==> src/rtl/dmem_arbiter.sv <==
// -----------------------------------------------------------------------------
// dmem_arbiter
//
// Shares one byte-addressed data memory between two requesters:
//   port 0 - CPU load/store unit
//   port 1 - DMA / debug loader
//
// Every access occupies the arbiter for three cycles (IDLE -> ACCESS -> DONE).
// A grant is only possible in IDLE. When both ports request at once, the port
// that was not served last wins; after reset port 1 counts as last served, so
// port 0 wins the first tie. The granted payload is captured at grant time, so
// the requester may change or drop it afterwards.
//
// In ACCESS the captured address and write data drive the memory. Stores
// raise byte enables decoded from funct3[1:0]. Loads capture the extended
// mem_rd into the owner's rdata register at the end of ACCESS. In DONE the
// owner's done pulses for one cycle.
//
// Optional feature (compile-time macro): DMEM_ARB_MISALIGN_CHK_EN
//   defined   : misaligned halfword/word accesses and load funct3 011/110/111
//               are rejected - no write enables, owner rdata cleared,
//               err raised together with done.
//   undefined : no check, accesses go to memory as-is, err stays 0.
//
// Ports
//   CLK, RST_N          clock, asynchronous active-low reset
//   pX_req/we/funct3    request, store(1)/load(0), RISC-V size/sign code
//   pX_addr/pX_wdata    byte address, LSB-aligned store data
//   pX_gnt              combinational grant (IDLE only)
//   pX_done/pX_err      one-cycle completion pulse, fault flag valid with done
//   pX_rdata            extended load data, held until that port's next load
//   mem_we0..mem_we3    byte-lane write enables (ACCESS of a store only)
//   mem_a/mem_wd        captured address / write data
//   mem_rd              combinational read data from memory
// -----------------------------------------------------------------------------
module dmem_arbiter #(
    parameter int ADDRESS_WIDTH = 17,
    parameter int DATA_WIDTH    = 32
) (
    input  logic                     CLK,
    input  logic                     RST_N,
    input  logic                     p0_req,
    input  logic                     p0_we,
    input  logic [2:0]               p0_funct3,
    input  logic [ADDRESS_WIDTH-1:0] p0_addr,
    input  logic [DATA_WIDTH-1:0]    p0_wdata,
    output logic                     p0_gnt,
    output logic                     p0_done,
    output logic [DATA_WIDTH-1:0]    p0_rdata,
    output logic                     p0_err,
    input  logic                     p1_req,
    input  logic                     p1_we,
    input  logic [2:0]               p1_funct3,
    input  logic [ADDRESS_WIDTH-1:0] p1_addr,
    input  logic [DATA_WIDTH-1:0]    p1_wdata,
    output logic                     p1_gnt,
    output logic                     p1_done,
    output logic [DATA_WIDTH-1:0]    p1_rdata,
    output logic                     p1_err,
    output logic                     mem_we0,
    output logic                     mem_we1,
    output logic                     mem_we2,
    output logic                     mem_we3,
    output logic [ADDRESS_WIDTH-1:0] mem_a,
    output logic [DATA_WIDTH-1:0]    mem_wd,
    input  logic [DATA_WIDTH-1:0]    mem_rd
);

    typedef enum logic [1:0] {
        ST_IDLE   = 2'd0,
        ST_ACCESS = 2'd1,
        ST_DONE   = 2'd2
    } state_e;

    // Byte-lane enables for a store; funct3[2] carries no meaning for stores.
    function automatic logic [3:0] store_be(input logic [2:0] funct3);
        logic [3:0] be;
        case (funct3[1:0])
            2'b00:   be = 4'b0001;
            2'b01:   be = 4'b0011;
            default: be = 4'b1111;
        endcase
        return be;
    endfunction

    // Sign/zero extension of the raw memory word; unused codes behave as LW.
    function automatic logic [DATA_WIDTH-1:0] load_ext(input logic [2:0]            funct3,
                                                        input logic [DATA_WIDTH-1:0] rd);
        logic [DATA_WIDTH-1:0] v;
        case (funct3)
            3'b000:  v = {{(DATA_WIDTH-8){rd[7]}}, rd[7:0]};
            3'b001:  v = {{(DATA_WIDTH-16){rd[15]}}, rd[15:0]};
            3'b100:  v = {{(DATA_WIDTH-8){1'b0}}, rd[7:0]};
            3'b101:  v = {{(DATA_WIDTH-16){1'b0}}, rd[15:0]};
            default: v = rd;
        endcase
        return v;
    endfunction

`ifdef DMEM_ARB_MISALIGN_CHK_EN
    // Alignment fault: size from funct3[1:0], plus the reserved load codes.
    function automatic logic misaligned(input logic       we,
                                        input logic [2:0] funct3,
                                        input logic [1:0] addr_lo);
        logic bad;
        case (funct3[1:0])
            2'b00:   bad = 1'b0;
            2'b01:   bad = addr_lo[0];
            default: bad = (addr_lo != 2'b00);
        endcase
        bad = bad | (!we && ((funct3 == 3'b011) || (funct3[2:1] == 2'b11)));
        return bad;
    endfunction
`endif

    state_e                   state_q, state_d;
    logic                     owner_q, owner_d;   // 0 = port 0, 1 = port 1
    logic                     last_q, last_d;     // last served port
    logic                     we_q, we_d;
    logic [2:0]               funct3_q, funct3_d;
    logic [ADDRESS_WIDTH-1:0] addr_q, addr_d;
    logic [DATA_WIDTH-1:0]    wdata_q, wdata_d;
    logic [DATA_WIDTH-1:0]    rdata0_q, rdata0_d;
    logic [DATA_WIDTH-1:0]    rdata1_q, rdata1_d;
    logic                     err_q, err_d;
    logic                     win_s;
    logic                     misalign_s;
    logic [3:0]               mem_we_s;
    logic [DATA_WIDTH-1:0]    ld_val_s;

`ifdef DMEM_ARB_MISALIGN_CHK_EN
    assign misalign_s = misaligned(we_q, funct3_q, addr_q[1:0]);
`else
    assign misalign_s = 1'b0;
`endif

    // Next-state, grant, capture and write-enable decode.
    always_comb begin
        state_d  = state_q;
        owner_d  = owner_q;
        last_d   = last_q;
        we_d     = we_q;
        funct3_d = funct3_q;
        addr_d   = addr_q;
        wdata_d  = wdata_q;
        rdata0_d = rdata0_q;
        rdata1_d = rdata1_q;
        err_d    = err_q;
        win_s    = 1'b0;
        p0_gnt   = 1'b0;
        p1_gnt   = 1'b0;
        mem_we_s = 4'b0000;
        ld_val_s = {DATA_WIDTH{1'b0}};

        case (state_q)
            ST_IDLE: begin
                // Tie goes to the port not served last; a lone requester wins.
                if (p0_req && p1_req) begin
                    win_s = ~last_q;
                end else begin
                    win_s = p1_req;
                end
                // RST_N gating keeps grants low while reset is held.
                if (RST_N && (p0_req || p1_req)) begin
                    p0_gnt   = ~win_s;
                    p1_gnt   = win_s;
                    owner_d  = win_s;
                    last_d   = win_s;
                    we_d     = win_s ? p1_we     : p0_we;
                    funct3_d = win_s ? p1_funct3 : p0_funct3;
                    addr_d   = win_s ? p1_addr   : p0_addr;
                    wdata_d  = win_s ? p1_wdata  : p0_wdata;
                    state_d  = ST_ACCESS;
                end else begin
                    state_d  = ST_IDLE;
                end
            end
            ST_ACCESS: begin
                state_d = ST_DONE;
                err_d   = misalign_s;
                if (we_q && !misalign_s) begin
                    mem_we_s = store_be(funct3_q);
                end else begin
                    mem_we_s = 4'b0000;
                end
                // Loads capture extended data; a rejected access clears rdata.
                if (!we_q || misalign_s) begin
                    ld_val_s = misalign_s ? {DATA_WIDTH{1'b0}} : load_ext(funct3_q, mem_rd);
                    if (owner_q) begin
                        rdata1_d = ld_val_s;
                    end else begin
                        rdata0_d = ld_val_s;
                    end
                end else begin
                    ld_val_s = {DATA_WIDTH{1'b0}};
                end
            end
            ST_DONE: begin
                state_d = ST_IDLE;
            end
            default: begin
                state_d = ST_IDLE;
            end
        endcase
    end

    // State and datapath registers; reset aborts any access in flight.
    always_ff @(posedge CLK or negedge RST_N) begin
        if (!RST_N) begin
            state_q  <= ST_IDLE;
            owner_q  <= 1'b0;
            last_q   <= 1'b1;
            we_q     <= 1'b0;
            funct3_q <= 3'b000;
            addr_q   <= {ADDRESS_WIDTH{1'b0}};
            wdata_q  <= {DATA_WIDTH{1'b0}};
            rdata0_q <= {DATA_WIDTH{1'b0}};
            rdata1_q <= {DATA_WIDTH{1'b0}};
            err_q    <= 1'b0;
        end else begin
            state_q  <= state_d;
            owner_q  <= owner_d;
            last_q   <= last_d;
            we_q     <= we_d;
            funct3_q <= funct3_d;
            addr_q   <= addr_d;
            wdata_q  <= wdata_d;
            rdata0_q <= rdata0_d;
            rdata1_q <= rdata1_d;
            err_q    <= err_d;
        end
    end

    assign p0_done  = (state_q == ST_DONE) && !owner_q;
    assign p1_done  = (state_q == ST_DONE) &&  owner_q;
    assign p0_err   = p0_done && err_q;
    assign p1_err   = p1_done && err_q;
    assign p0_rdata = rdata0_q;
    assign p1_rdata = rdata1_q;
    assign mem_we0  = mem_we_s[0];
    assign mem_we1  = mem_we_s[1];
    assign mem_we2  = mem_we_s[2];
    assign mem_we3  = mem_we_s[3];
    assign mem_a    = addr_q;
    assign mem_wd   = wdata_q;

endmodule

==> config.mk <==
export PLATFORM = sky130hd
export DESIGN_NAME = dmem_arbiter
export DESIGN_NICKNAME = d
export VERILOG_FILES = /design/src/rtl/dmem_arbiter.sv
export SDC_FILE = /design/constraint.sdc
export NUM_CORES = 1
export LEC_CHECK = 0
export CORE_MARGIN = 10
export CORE_UTILIZATION = 44
export DETAILED_ROUTE_END_ITERATION = 12
export GPL_ROUTABILITY_DRIVEN = 1
export PLACE_DENSITY_LB_ADDON = 0.25
export SLEW_MARGIN = 20
export SYNTH_ARGS = -nofsm -noshare
export SYNTH_HDL_FRONTEND = slang
export SYNTH_SLANG_ARGS = --single-unit
==> constraint.sdc <==
create_clock -name CLK -period 2.7 [get_ports CLK]
set_clock_uncertainty 0.05 [all_clocks]
set_input_delay 0.54 -clock CLK [delete_from_list [all_inputs] [get_ports CLK]]
set_output_delay 0.54 -clock CLK [all_outputs]
set_load 0.02 [all_outputs]
======== Yosys cells after proc, flatten, opt, wreduce, memory -nomap -nowiden ========
Cells that the tools add are included.
W data, S select, Z words.
storage, ports and cells
  register bits after elaboration ......... 121
  input bits .............................. 142
  output and inout port bits .............. 123
cells by class
  equality and inequality tests ........... 6
  mux-type cells .......................... 16
  bitwise operators ....................... 4
  reductions and logical operators ........ 12
operators by type and width
  kind                  count
  $pmux W32 S4          1
  $mux W32              1
  $mux W17              1
  $mux W1               8
  $mux W4               2
  $pmux W4 S2           1
  $eq A3 B3 Y1 const B  2
  $reduce_and A3 Y1     2
  $eq A2 B1 Y1 const B  2
  $logic_and A1 B1 Y1   4
  $logic_not A2 Y1      2
  $not A1 Y1            4
  $pmux W2 S2           1
  $eq A3 B1 Y1 const B  1
  $logic_not A3 Y1      1
  $mux W3               1
  $eq A2 B2 Y1 const B  1
  $reduce_and A2 Y1     1
  $logic_not A1 Y1      1
  $logic_or A1 B1 Y1    1

======== Logic depth before layout (Yosys ltp) ========
Gate-level depths: netlist of the first run.
  depth in word-level cells ............... 6
  mapped depth ............................ 5
  gate-level depth less buffers ........... 4

======== Worst setup path before layout of the first run ========
Ideal clock, no wire load.
  kind .................................... input to output
  start ................................... input port p0_req
  end ..................................... output port p0_gnt
  data arrival time ....................... 1.296 ns
  data required time ...................... 2.110 ns
  setup slack ............................. 0.814 ns
  stages on the path ...................... 4
  buffers on the path ..................... 2
  cells stage by stage .................... buf_2 -> clkbuf_1 -> nand3_1 -> inv_1
between the ends
  word-level cells in the longest chain between the ends .. 6
ends and longest elaborated chain
  what                 RTL line  source
  start: declaration   42        input logic p0_req,
  $logic_and A1 B1 Y1  158       if (p0_req && p1_req) begin
  $mux W1              158
  $mux W1              155       case (state_q)
  $not A1 Y1           165       p0_gnt = ~win_s;
  $mux W1 *            164       if (RST_N && (p0_req || p1_req)) begin
  $mux W1 *            155
  end: declaration     47        output logic p0_gnt,
Mark *: on every way between the ends. The rest lies on a longest branch, timed or not. The select of a mux whose other input is x is not followed.

======== Final worst setup path of the first run ========
  start ................................... register funct3_q[0]
  end ..................................... output port mem_we1
between the ends
  word-level cells in the longest chain between the ends .. 4
ends and longest elaborated chain
  what                                                     RTL line  source
  start: declaration                                       120       logic [2:0] funct3_q, funct3_d;
  start signal: assignment                                 225       funct3_q <= funct3_d;
  $eq A2 B1 Y1 / $logic_not A2 Y1 (equally long branches)  78        case (funct3[1:0])
  $pmux W4 S2 *                                            78
  $mux W4 *                                                181       if (we_q && !misalign_s) begin
  $mux W4 *                                                155
  end: declaration                                         61        output logic mem_we1,
Mark *: on every way between the ends. The rest lies on a longest branch, timed or not.

==> results of run 1 <==
-- path summary, 6_finish.rpt --
check	start	to	cells past startpoint
min reg2reg	p1_rdata[0]	p1_rdata[0]	1
max	funct3_q[0]	mem_we1	3
min in group CLK	p1_rdata[0]	p1_rdata[0]	1
max in group asynchronous	RST_N	p1_rdata[30]	3
min	RST_N	p0_rdata[13]	2
max reg2reg	state_q[1]	mem_wd[12]	4
-- registers in the layout, indices dropped and copies added (netlist names), 2 cells and up --
signal and cells:
p1_rdata 32, mem_wd 32, mem_a 17, state_q 2, funct3_q 3, p0_rdata 32
-- cell usage after synthesis, drive strengths merged --
cell,number,share of area
and4bb,1,0.0022
a21oi,24,0.022
o21a,2,0.0027
dfstp,1,0.0047
nor2,48,0.032
a31oi,32,0.036
inv,2,0.0013
o21ai,1,0.0016
buf,43,0.058
nor4b,2,0.0054
or2,1,0.0011
nor3,53,0.093
nor2b,1,0.0011
nand2,70,0.047
nand2b,1,0.0011
conb,1,0.00067
nor3b,2,0.0036
or3,1,0.0011
or3b,1,0.0016
and2,1,0.0011
clkbuf,8,0.0054
and2b,1,0.0016
mux2i,1,0.0018
nand3,1,0.00090
a221o,53,0.095
and3b,1,0.0018
and3,3,0.0034
dfrtp,120,0.54
mux2,16,0.032
-- power groups by stage --
stage	sequential (mW)	clock, mW	combinational [mW]
6_report	2.94	2.10	3.86
5_1_grt	3.03	2.22	4.10
4_1_cts	2.95	2.13	3.91
3_5_place_dp	2.97	0	3.90
3_3_place_gp	2.93	0	3.82
2_1_floorplan	3.74	0	1.10
-- critical path, stage by stage, from the launching register on --
cell and delay, ns:
sky130_fd_sc_hd__dfrtp_1 0.42, sky130_fd_sc_hd__or2_2 0.40, sky130_fd_sc_hd__and3_1 0.21, sky130_fd_sc_hd__clkdlybuf4s50_1 0.53
-- metal layers --
layer  track usage  up-vias  share of wire
met3        0.0844       33          0.086
met5             0        -              0
li1              -     2286              -
met1         0.251     2531           0.40
met2         0.348      236           0.49
met4        0.0764        0          0.027
-- cell type report --
| cell class | count | area, µm² |
|---|---|---|
| inverters | 2 | 7.51 |
| flip-flops and latches | 121 | 3030 |
| clock inverters | 11 | 98.8 |
| fillers | 966 | 3730 |
| clock buffers | 21 | 450 |
| multi-input cells | 319 | 2210 |
| well taps | 172 | 215 |
| repair buffers | 280 | 2780 |
-- stage by stage --
step	hold slack, ns	utilization
5_1_grt	0.367	0.702
2_1_floorplan	0.194	-
6_report	0.300	0.702
3_3_place_gp	0.440	0.658
3_5_place_dp	0.445	0.658
4_1_cts	0.341	0.701
-- logic make-up after synthesis --
group,after synthesis
and+or+nand+nor,188
DFF,121
AOI/OAI and AO/OA,112
buffers and inverters,53
muxes,17
other,1
==> qor.log, run 1 <==
qor: clock_network.clkLatencyLatePin 0.41 ns
qor: grt.antenna_found_initial 0
qor: cells_and_area.antenna_cells 0
qor: yosys.synth.lib_cells_used.distinct 34
qor: sta.drv_slew 0
qor: grt.grt_overflow_total 0
qor: placed_design.place_worst_setup_slack 0.211 ns
qor: sta.tightestPinTransition 0.992 ns
qor: yosys.mappedNetlistArea 5560 µm²
qor: cells_and_area.layout.cells.most_common sky130_fd_sc_hd__clkdlybuf4s50_1
qor: yosys.post_synthesis_share_of_cell_area_spent_on_xor_and_xnor_gates 0
qor: detailed_routing.drt_wl_total 19200 µm
qor: critical_path.path_max_fanout 9
qor: clock_network.tritoncts built
qor: detailed_routing.detailroute.via_count 5086
qor: grt.first_global_vias 5500
qor: cells_and_area.drive_above_1_share 0.168
qor: clock_network.cts_hold_buf 0
qor: outcome.outcome finished clean
qor: yosys.yosys.area_share.simple 0.198
qor: die.io-pin-count 265
qor: yosys.ys_ff_latch 121
qor: critical_path.crit_arrival 1.97 ns
qor: power.power.share.switching 0.360
qor: power.cell_internal_pwr 5.70 mW
qor: power.power_switching 3.21 mW
qor: power.combinationalPowerShare 0.434
qor: sta.rsz0062_at_grt false
qor: grt.global_route.usage.total 0.214
qor: yosys.synth_compound_gate_area_share 0.157
qor: cells_and_area.area_growth_syn_to_layout 58.0%
qor: power.worst_ir_drop_vdd 506 µV
qor: clock_network.cts_resized 0
qor: sta.final.period_utilization 0.948
qor: detailed_routing.drc_errors 0
qor: die.placement_rows 41
qor: power.total_leakage_power 3.59 nW
qor: cells_and_area.nNetsFinal 883
qor: placed_design.place.gp.congestion 0.858
qor: cells_and_area.instances_no_fill 926
qor: critical_path.criticalPathCategory register to primary output
qor: cells_and_area.mostFrequentLayoutCells 258 x sky130_fd_sc_hd__clkdlybuf4s50_1, 120 x sky130_fd_sc_hd__dfrtp_1, 70 x sky130_fd_sc_hd__nand2_1
qor: clock_network.cts_setup_buffers 0
qor: die.die_y 132 µm
qor: clock_network.cts-buffers-inserted 17
qor: sta.slew_headroom 0.339
qor: die.initial_utilization 0.445
qor: power.power.density 1010 nW/µm²
qor: flow_run.maxCapViolCount 0
qor: yosys.synthAdderAreaFrac 0
qor: sta.post-route-min-period 2.56 ns
qor: grt.grt_start_max_net_pins 62
qor: placed_design.hpwlAfterDp 14200 µm
qor: critical_path.critical_path_launch_point_type register
qor: yosys.post_synth.cell_area_avg 11.3 µm²
qor: power.seq_power_share 0.330
qor: clock_network.root_buffer sky130_fd_sc_hd__clkbuf_16
qor: sta.clock.fmax 0.391 GHz
qor: sta.final-hold-violation-count 0
qor: critical_path.worst_setup_path_end_kind primary output
qor: sta.report.final.setup_viol 0
qor: critical_path.r2r_slack 0.78 ns
qor: placed_design.place_area 8230 µm²
qor: yosys.ys.warnings.count 0
qor: detailed_routing.route.detailed.vias_per_inst 5.49
qor: clock_network.htreeDepth 4
qor: sta.finalSetupTns 0 ns
qor: die.floorplan.core_area 12500 µm²
qor: detailed_routing.drt-pass1-iter-count 5
qor: power.power.share.clock 0.236
qor: clock_network.clock_sinks 121
qor: critical_path.required 2.11 ns
qor: yosys.synth_top_family_by_area simple AND/OR/NAND/NOR gates
qor: cells_and_area.finish.instance_area 8790 µm²
qor: placed_design.placed_cells 894
qor: detailed_routing.postRouteAntennaNets 0
qor: die.die-area 17500 µm²
qor: clock_network.clk_pin_slew 0.05 ns
qor: sta.final.setup.worst_slack 0.141 ns
qor: yosys.synth.yosys.seq_area_share 0.544
qor: worst_hold_path.hold_path.class input pin to asynchronous set/reset pin
qor: clock_network.cts_buffer_depth 2
qor: die.chipWidth 132 µm
qor: yosys.post_synthesis_instance_total 492
qor: grt.grt_pass1_wl 30400 µm
qor: detailed_routing.routedWlPerCell 20.8 µm
qor: placed_design.numPortBuffers 262
qor: yosys.muxShareOfSynthArea 0.0342
qor: detailed_routing.initialDrtViolationCount 324
qor: power.tot_pwr 8.91 mW
No activity file was read; power rests on OpenSTA's default activity.
==> inputs of run 2 (changes only) <==
Settings changed: SETUP_SLACK_MARGIN from default to 0.1.
==> run 2 against run 1 <==
Count of clock-buffer cells in the layout is the same. Die area did not move. Non-clock buffer count unchanged. Worst setup slack improved by 0.055 ns.
==> qor.log, run 2 (synthesis gave the netlist of run 1 again) <==
qor: outcome.outcome finished clean
qor: critical_path.path_max_fanout 7
qor: flow_run.maxCapViolCount 0
qor: sta.tightestPinTransition 0.985 ns
qor: clock_network.cts_hold_buf 0
qor: detailed_routing.detailroute.via_count 5072
qor: clock_network.clock_sinks 121
qor: die.chipWidth 132 µm
qor: critical_path.critical_path.top_delay_family buffers and inverters
qor: detailed_routing.initialDrtViolationCount 326
qor: placed_design.numPortBuffers 262
qor: power.power.share.switching 0.361
qor: power.power_switching 3.21 mW
qor: power.cell_internal_pwr 5.70 mW
qor: power.seq_power_share 0.330
qor: die.io-pin-count 265
qor: detailed_routing.routedWlPerCell 20.8 µm
qor: grt.met3_usage 0.0844
qor: sta.finalHoldWorstSlack 0.302 ns
qor: critical_path.required 2.11 ns
qor: clock_network.tritoncts built
qor: cells_and_area.final_standard_cell_utilization_of_the_core 0.703
qor: cells_and_area.nNetsFinal 883
qor: clock_network.cts-buffers-inserted 17
qor: critical_path.timing.critical_path.cells and2b_2 > and2_1 > clkdlybuf4s50_1
qor: detailed_routing.postRouteAntennaNets 0
qor: critical_path.worst_setup_path_end_kind primary output
qor: worst_hold_path.hold_path.class input pin to asynchronous set/reset pin
qor: sta.final.period_utilization 0.928
qor: grt.antenna_found_initial 0
qor: clock_network.clkLatencyLatePin 0.41 ns
qor: cells_and_area.finish.instance_area 8790 µm²
qor: placed_design.hpwlAfterDp 14200 µm
qor: critical_path.crit_path_top_delay_cell sky130_fd_sc_hd__clkdlybuf4s50_1
qor: critical_path.crit_arrival 1.91 ns
qor: sta.drv_slew 0
qor: cells_and_area.mostFrequentLayoutCells 255 x sky130_fd_sc_hd__clkdlybuf4s50_1, 120 x sky130_fd_sc_hd__dfrtp_1, 70 x sky130_fd_sc_hd__nand2_1
qor: critical_path.criticalPathCategory register to primary output
qor: sta.rsz0062_at_grt false
qor: die.die-area 17500 µm²
qor: clock_network.clk_pin_slew 0.06 ns
qor: cells_and_area.total_area_of_multi_input_combinational_cells 2210 µm²
qor: clock_network.root_buffer sky130_fd_sc_hd__clkbuf_16
qor: cells_and_area.antenna_cells 0
qor: cells_and_area.number_of_fill_cells 970
qor: sta.post-route-min-period 2.50 ns
qor: grt.globalRouteMet2Util 0.349
qor: power.worst_ir_drop_vdd 506 µV
qor: power.combinationalPowerShare 0.434
qor: critical_path.crit_path_max_incr_delay 0.60 ns
qor: detailed_routing.drt-pass1-iter-count 5
qor: grt.grt.busiest_layer met2
qor: power.power.density 1010 nW/µm²
qor: sta.report.final.setup_viol 0
qor: die.floorplan.core_area 12500 µm²
qor: critical_path.critical_path_launch_point_type register
qor: detailed_routing.drt_wl_total 19200 µm
qor: power.power.share.clock 0.236
qor: critical_path.crit_buf_inv 1
qor: sta.clock.fmax 0.399 GHz
qor: grt.grt_pass1_wl 30400 µm
qor: cells_and_area.area_growth_syn_to_layout 58.0%
qor: sta.finalSetupTns 0 ns
qor: grt.first_global_vias 5503
qor: detailed_routing.drc_errors 0
qor: sta.slew_headroom 0.343
qor: die.die_y 132 µm
qor: power.total_leakage_power 3.62 nW
qor: clock_network.cts_buffer_depth 2
qor: die.placement_rows 41
qor: sta.final-hold-violation-count 0
qor: grt.grt_start_max_net_pins 62
qor: detailed_routing.route.detailed.vias_per_inst 5.48
qor: grt.global_route.usage.total 0.214
qor: cells_and_area.drive_above_1_share 0.168
qor: cells_and_area.ff_latch_area 3030 µm²
qor: placed_design.place.gp.congestion 0.858
qor: cells_and_area.layout.cells.most_common sky130_fd_sc_hd__clkdlybuf4s50_1
qor: grt.global_route_track_usage_on_met1 0.252
qor: grt.grt_overflow_total 0
qor: clock_network.htreeDepth 4
qor: placed_design.place_area 8230 µm²
qor: die.initial_utilization 0.445
run 2: changes by cell type in the layout (fill, tap and decap cells not counted):
cell	previous run	this run
sky130_fd_sc_hd__clkdlybuf4s50_1	258	255
sky130_fd_sc_hd__dlygate4sd2_1	0	2
sky130_fd_sc_hd__dlymetal6s2s_1	2	3
sky130_fd_sc_hd__or2_2	1	0
sky130_fd_sc_hd__or2_4	0	1
run 2: power groups by stage:
stage | combinational, mW | clock [mW] | sequential [mW]
after floorplan | 1.10 | 0 | 3.74
after global placement | 3.82 | 0 | 2.93
after detailed placement | 3.90 | 0 | 2.97
after CTS | 3.91 | 2.13 | 2.95
after global routing | 4.11 | 2.22 | 3.03
final | 3.87 | 2.10 | 2.94
run 2: worst reg2reg max path, delay by kind of cell, from the launching register on:
kind | cells | cell delay (ns)
flip-flops | 1 | 0.47
AO/OA/AOI/OAI | 1 | 0.29
buffers and inverters | 1 | 0.49
AND/OR/NAND/NOR | 2 | 0.54
run 2: cell type report:
cell class,count,area share
multi-input cells,319,0.252
repair buffers,280,0.316
well taps,172,0.0245
flip-flops and latches,121,0.344
clock inverters,11,0.0112
inverters,2,0.000854
clock buffers,21,0.0512
run 2: through the flow:
step	setup WS (ns)	instances	power, mW
5_1_grt	0.115	926	9.36
2_1_floorplan	0.814	493	4.84
3_3_place_gp	0.250	894	6.75
4_1_cts	0.115	926	9.00
6_report	0.195	926	8.92
3_5_place_dp	0.211	894	6.87
run 2: metal layers:
metal,part of all wire,routed length [µm],vias up
li1,-,-,2289
met1,0.39,7560,2497
met2,0.49,9400,247
met3,0.088,1690,39
met4,0.030,569,0
met5,0,0,-
run 2: path summary, 6_finish.rpt:
check,from,endpoint,slack (ns),cells after the start
min reg2reg,p1_rdata[0],p1_rdata[0],0.45,1
min in group CLK,p1_rdata[0],p1_rdata[0],0.45,1
max,state_q[1],mem_we0,0.20,3
min,RST_N,p0_rdata[13],0.30,2
max reg2reg,state_q[1],mem_wd[12],0.78,4
max in group asynchronous,RST_N,p1_rdata[30],1.00,3
run 2: timing repair:
action | CTS | global route
buffers inserted | 0 | 0
resized for setup | 3 | 4
endpoints found under the setup margin | 2 | 3
==> inputs of run 3 (changes only) <==
Settings changed: ABC_AREA from default to 0, PLACE_DENSITY_LB_ADDON 0.25 to 0.08.
==> run 3 against run 2 <==
Power rose by 2.5%. Fmax fell by 0.47%. Highest routed layer unchanged. Count of clock-buffer cells in the layout fell by 2. Final area rose by 0.92%. Die area did not move. Core utilization rose by 0.65 points. Critical path depth did not move. Sequential share of layout area fell by 0.32 points. Global-route usage fell by 0.46 points. Combinational power fell by 1%. Critical path type unchanged. Via count fell by 2.1%. Routed wire length fell by 2.7%. Largest power group unchanged.
==> qor.log, run 3 (synthesis gave the netlist of run 1 again) <==
qor: outcome.outcome finished clean
qor: sta.final-hold-violation-count 0
qor: detailed_routing.drt-pass1-iter-count 5
qor: grt.first_global_vias 5292
qor: clock_network.clkLatencyLatePin 0.41 ns
qor: critical_path.crit_arrival 1.93 ns
qor: detailed_routing.routedWlPerCell 20.2 µm
qor: cells_and_area.ff_latch_area 3030 µm²
qor: cells_and_area.final_standard_cell_utilization_of_the_core 0.709
qor: power.combinationalPowerShare 0.419
qor: sta.clock.fmax 0.397 GHz
qor: sta.rsz0062_at_grt false
qor: placed_design.hpwlAfterDp 13700 µm
qor: critical_path.crit_path_top_delay_cell sky130_fd_sc_hd__clkdlybuf4s50_1
qor: placed_design.numPortBuffers 262
qor: detailed_routing.drt_wl_total 18700 µm
qor: die.initial_utilization 0.445
qor: grt.grt.busiest_layer met2
qor: detailed_routing.route.detailed.vias_per_inst 5.37
qor: placed_design.placed_cells 893
qor: die.io-pin-count 265
qor: sta.tightestPinTransition 1.02 ns
qor: grt.grt_overflow_total 0
qor: die.die-area 17500 µm²
qor: sta.final.period_utilization 0.932
qor: cells_and_area.area_growth_syn_to_layout 59.5%
qor: power.seq_power_share 0.323
qor: critical_path.timing.critical_path.cells and2b_2 > and2_1 > clkdlybuf4s50_1
qor: die.placement_rows 41
qor: critical_path.r2r_end p0_rdata[20]
qor: sta.post-route-min-period 2.52 ns
qor: clock_network.cts-buffers-inserted 17
qor: grt.global_route_track_usage_on_met1 0.237
qor: grt.met3_usage 0.0889
qor: grt.grt_pass1_wl 29500 µm
qor: critical_path.worst_setup_path_end_kind primary output
qor: power.worst_ir_drop_vdd 496 µV
qor: sta.drv_slew 0
qor: detailed_routing.detailroute.via_count 4967
qor: critical_path.critical_path_launch_point_type register
qor: critical_path.r2r_cells 5
qor: worst_hold_path.hold_path.class input pin to asynchronous set/reset pin
qor: power.cell_internal_pwr 5.92 mW
qor: placed_design.place.gp.congestion 0.811
qor: critical_path.crit_buf_inv 1
qor: critical_path.path_max_fanout 7
qor: critical_path.r2r_slack 0.75 ns
qor: cells_and_area.instances_no_fill 925
qor: clock_network.cts_setup_buffers 0
qor: clock_network.cts_hold_buf 0
qor: critical_path.crit_path_max_incr_delay 0.65 ns
qor: critical_path.critical_path.top_delay_family buffers and inverters
qor: clock_network.htreeDepth 4
qor: die.floorplan.core_area 12500 µm²
qor: cells_and_area.nNetsFinal 882
qor: power.power.share.clock 0.258
qor: grt.globalRouteMet2Util 0.350
qor: clock_network.cts_buffer_depth 2
qor: clock_network.clock_sinks 121
qor: critical_path.required 2.11 ns
qor: die.die_y 132 µm
qor: cells_and_area.mostFrequentLayoutCells 255 x sky130_fd_sc_hd__clkdlybuf4s50_1, 120 x sky130_fd_sc_hd__dfrtp_1, 70 x sky130_fd_sc_hd__nand2_1
qor: power.total_leakage_power 3.64 nW
qor: power.power_switching 3.22 mW
qor: clock_network.root_buffer sky130_fd_sc_hd__clkbuf_16
qor: cells_and_area.drive_above_1_share 0.171
qor: sta.report.final.setup_viol 0
qor: cells_and_area.number_of_fill_cells 967
qor: detailed_routing.drc_errors 0
qor: power.power.share.switching 0.352
qor: grt.global_route.usage.total 0.210
qor: cells_and_area.layout.cells.most_common sky130_fd_sc_hd__clkdlybuf4s50_1
qor: detailed_routing.initialDrtViolationCount 335
qor: sta.finalHoldWorstSlack 0.379 ns
qor: sta.slew_headroom 0.321
qor: cells_and_area.antenna_cells 0
qor: detailed_routing.postRouteAntennaNets 0
qor: grt.grt_start_max_net_pins 78
qor: clock_network.clk_pin_slew 0.06 ns
qor: sta.finalSetupTns 0 ns
qor: flow_run.maxCapViolCount 0
qor: critical_path.criticalPathCategory register to primary output
qor: critical_path.rr_startpoint state_q[1]
qor: die.chipWidth 132 µm
qor: grt.antenna_found_initial 0
qor: clock_network.tritoncts built
qor: cells_and_area.total_area_of_multi_input_combinational_cells 2210 µm²
qor: power.power.density 1030 nW/µm²
## run 3: worst reg2reg max path, cell delays in order, from the launching register on
cell and delay, ns:
sky130_fd_sc_hd__dfrtp_1 0.47, sky130_fd_sc_hd__nor4b_4 0.33, sky130_fd_sc_hd__buf_4 0.38, sky130_fd_sc_hd__buf_4 0.35, sky130_fd_sc_hd__nor2_1 0.07, sky130_fd_sc_hd__a31oi_1 0.19
## run 3: power by group through the flow
stage / clock (mW) / combinational, mW / sequential, mW
after floorplan: 0 / 1.10 / 3.74
final: 2.36 / 3.83 / 2.95
after global routing: 2.49 / 4.08 / 3.04
after CTS: 2.40 / 3.88 / 2.95
after detailed placement: 0 / 3.87 / 2.96
after global placement: 0 / 3.81 / 2.93
## run 3: timing repair
| item | 4_1_cts | 5_1_grt |
|---|---|---|
| gates resized for setup | 4 | 2 |
| setup endpoints to repair | 3 | 2 |
| pin swaps | 1 | 0 |
## run 3: area by class of cell
class                      count  area share
sequential                   121       0.341
clock inverter                13      0.0188
timing repair buffer         279       0.315
multi-input combinational    319       0.249
inverter                       2    0.000846
tap                          172      0.0242
clock buffer                  19      0.0510
## run 3: worst max path at each step
stage / startpoint / to / slack [ns] / cells past startpoint
after floorplan: p0_req / p0_gnt / 0.81 / 4
after global placement: RST_N / p1_gnt / 0.23 / 4
after detailed placement: p1_req / p0_gnt / 0.22 / 5
after CTS: state_q[1] / mem_we2 / 0.09 / 3
after global routing: state_q[1] / mem_we0 / 0.14 / 3
final: state_q[1] / mem_we0 / 0.18 / 3
## run 3: per-stage QoR
step	total power [mW]	cell area [µm²]	worst slack, ns
after floorplan	4.84	5570	0.814
after global placement	6.75	8250	0.231
after detailed placement	6.84	8250	0.220
after CTS	9.23	8870	0.0900
after global routing	9.61	8870	0.140
final	9.14	8870	0.183
## run 3: per-layer routing
layer	up-vias	wire length [µm]
met5	-	0
met4	0	329
met3	22	1690
met2	221	9340
met1	2440	7340
li1	2284	-
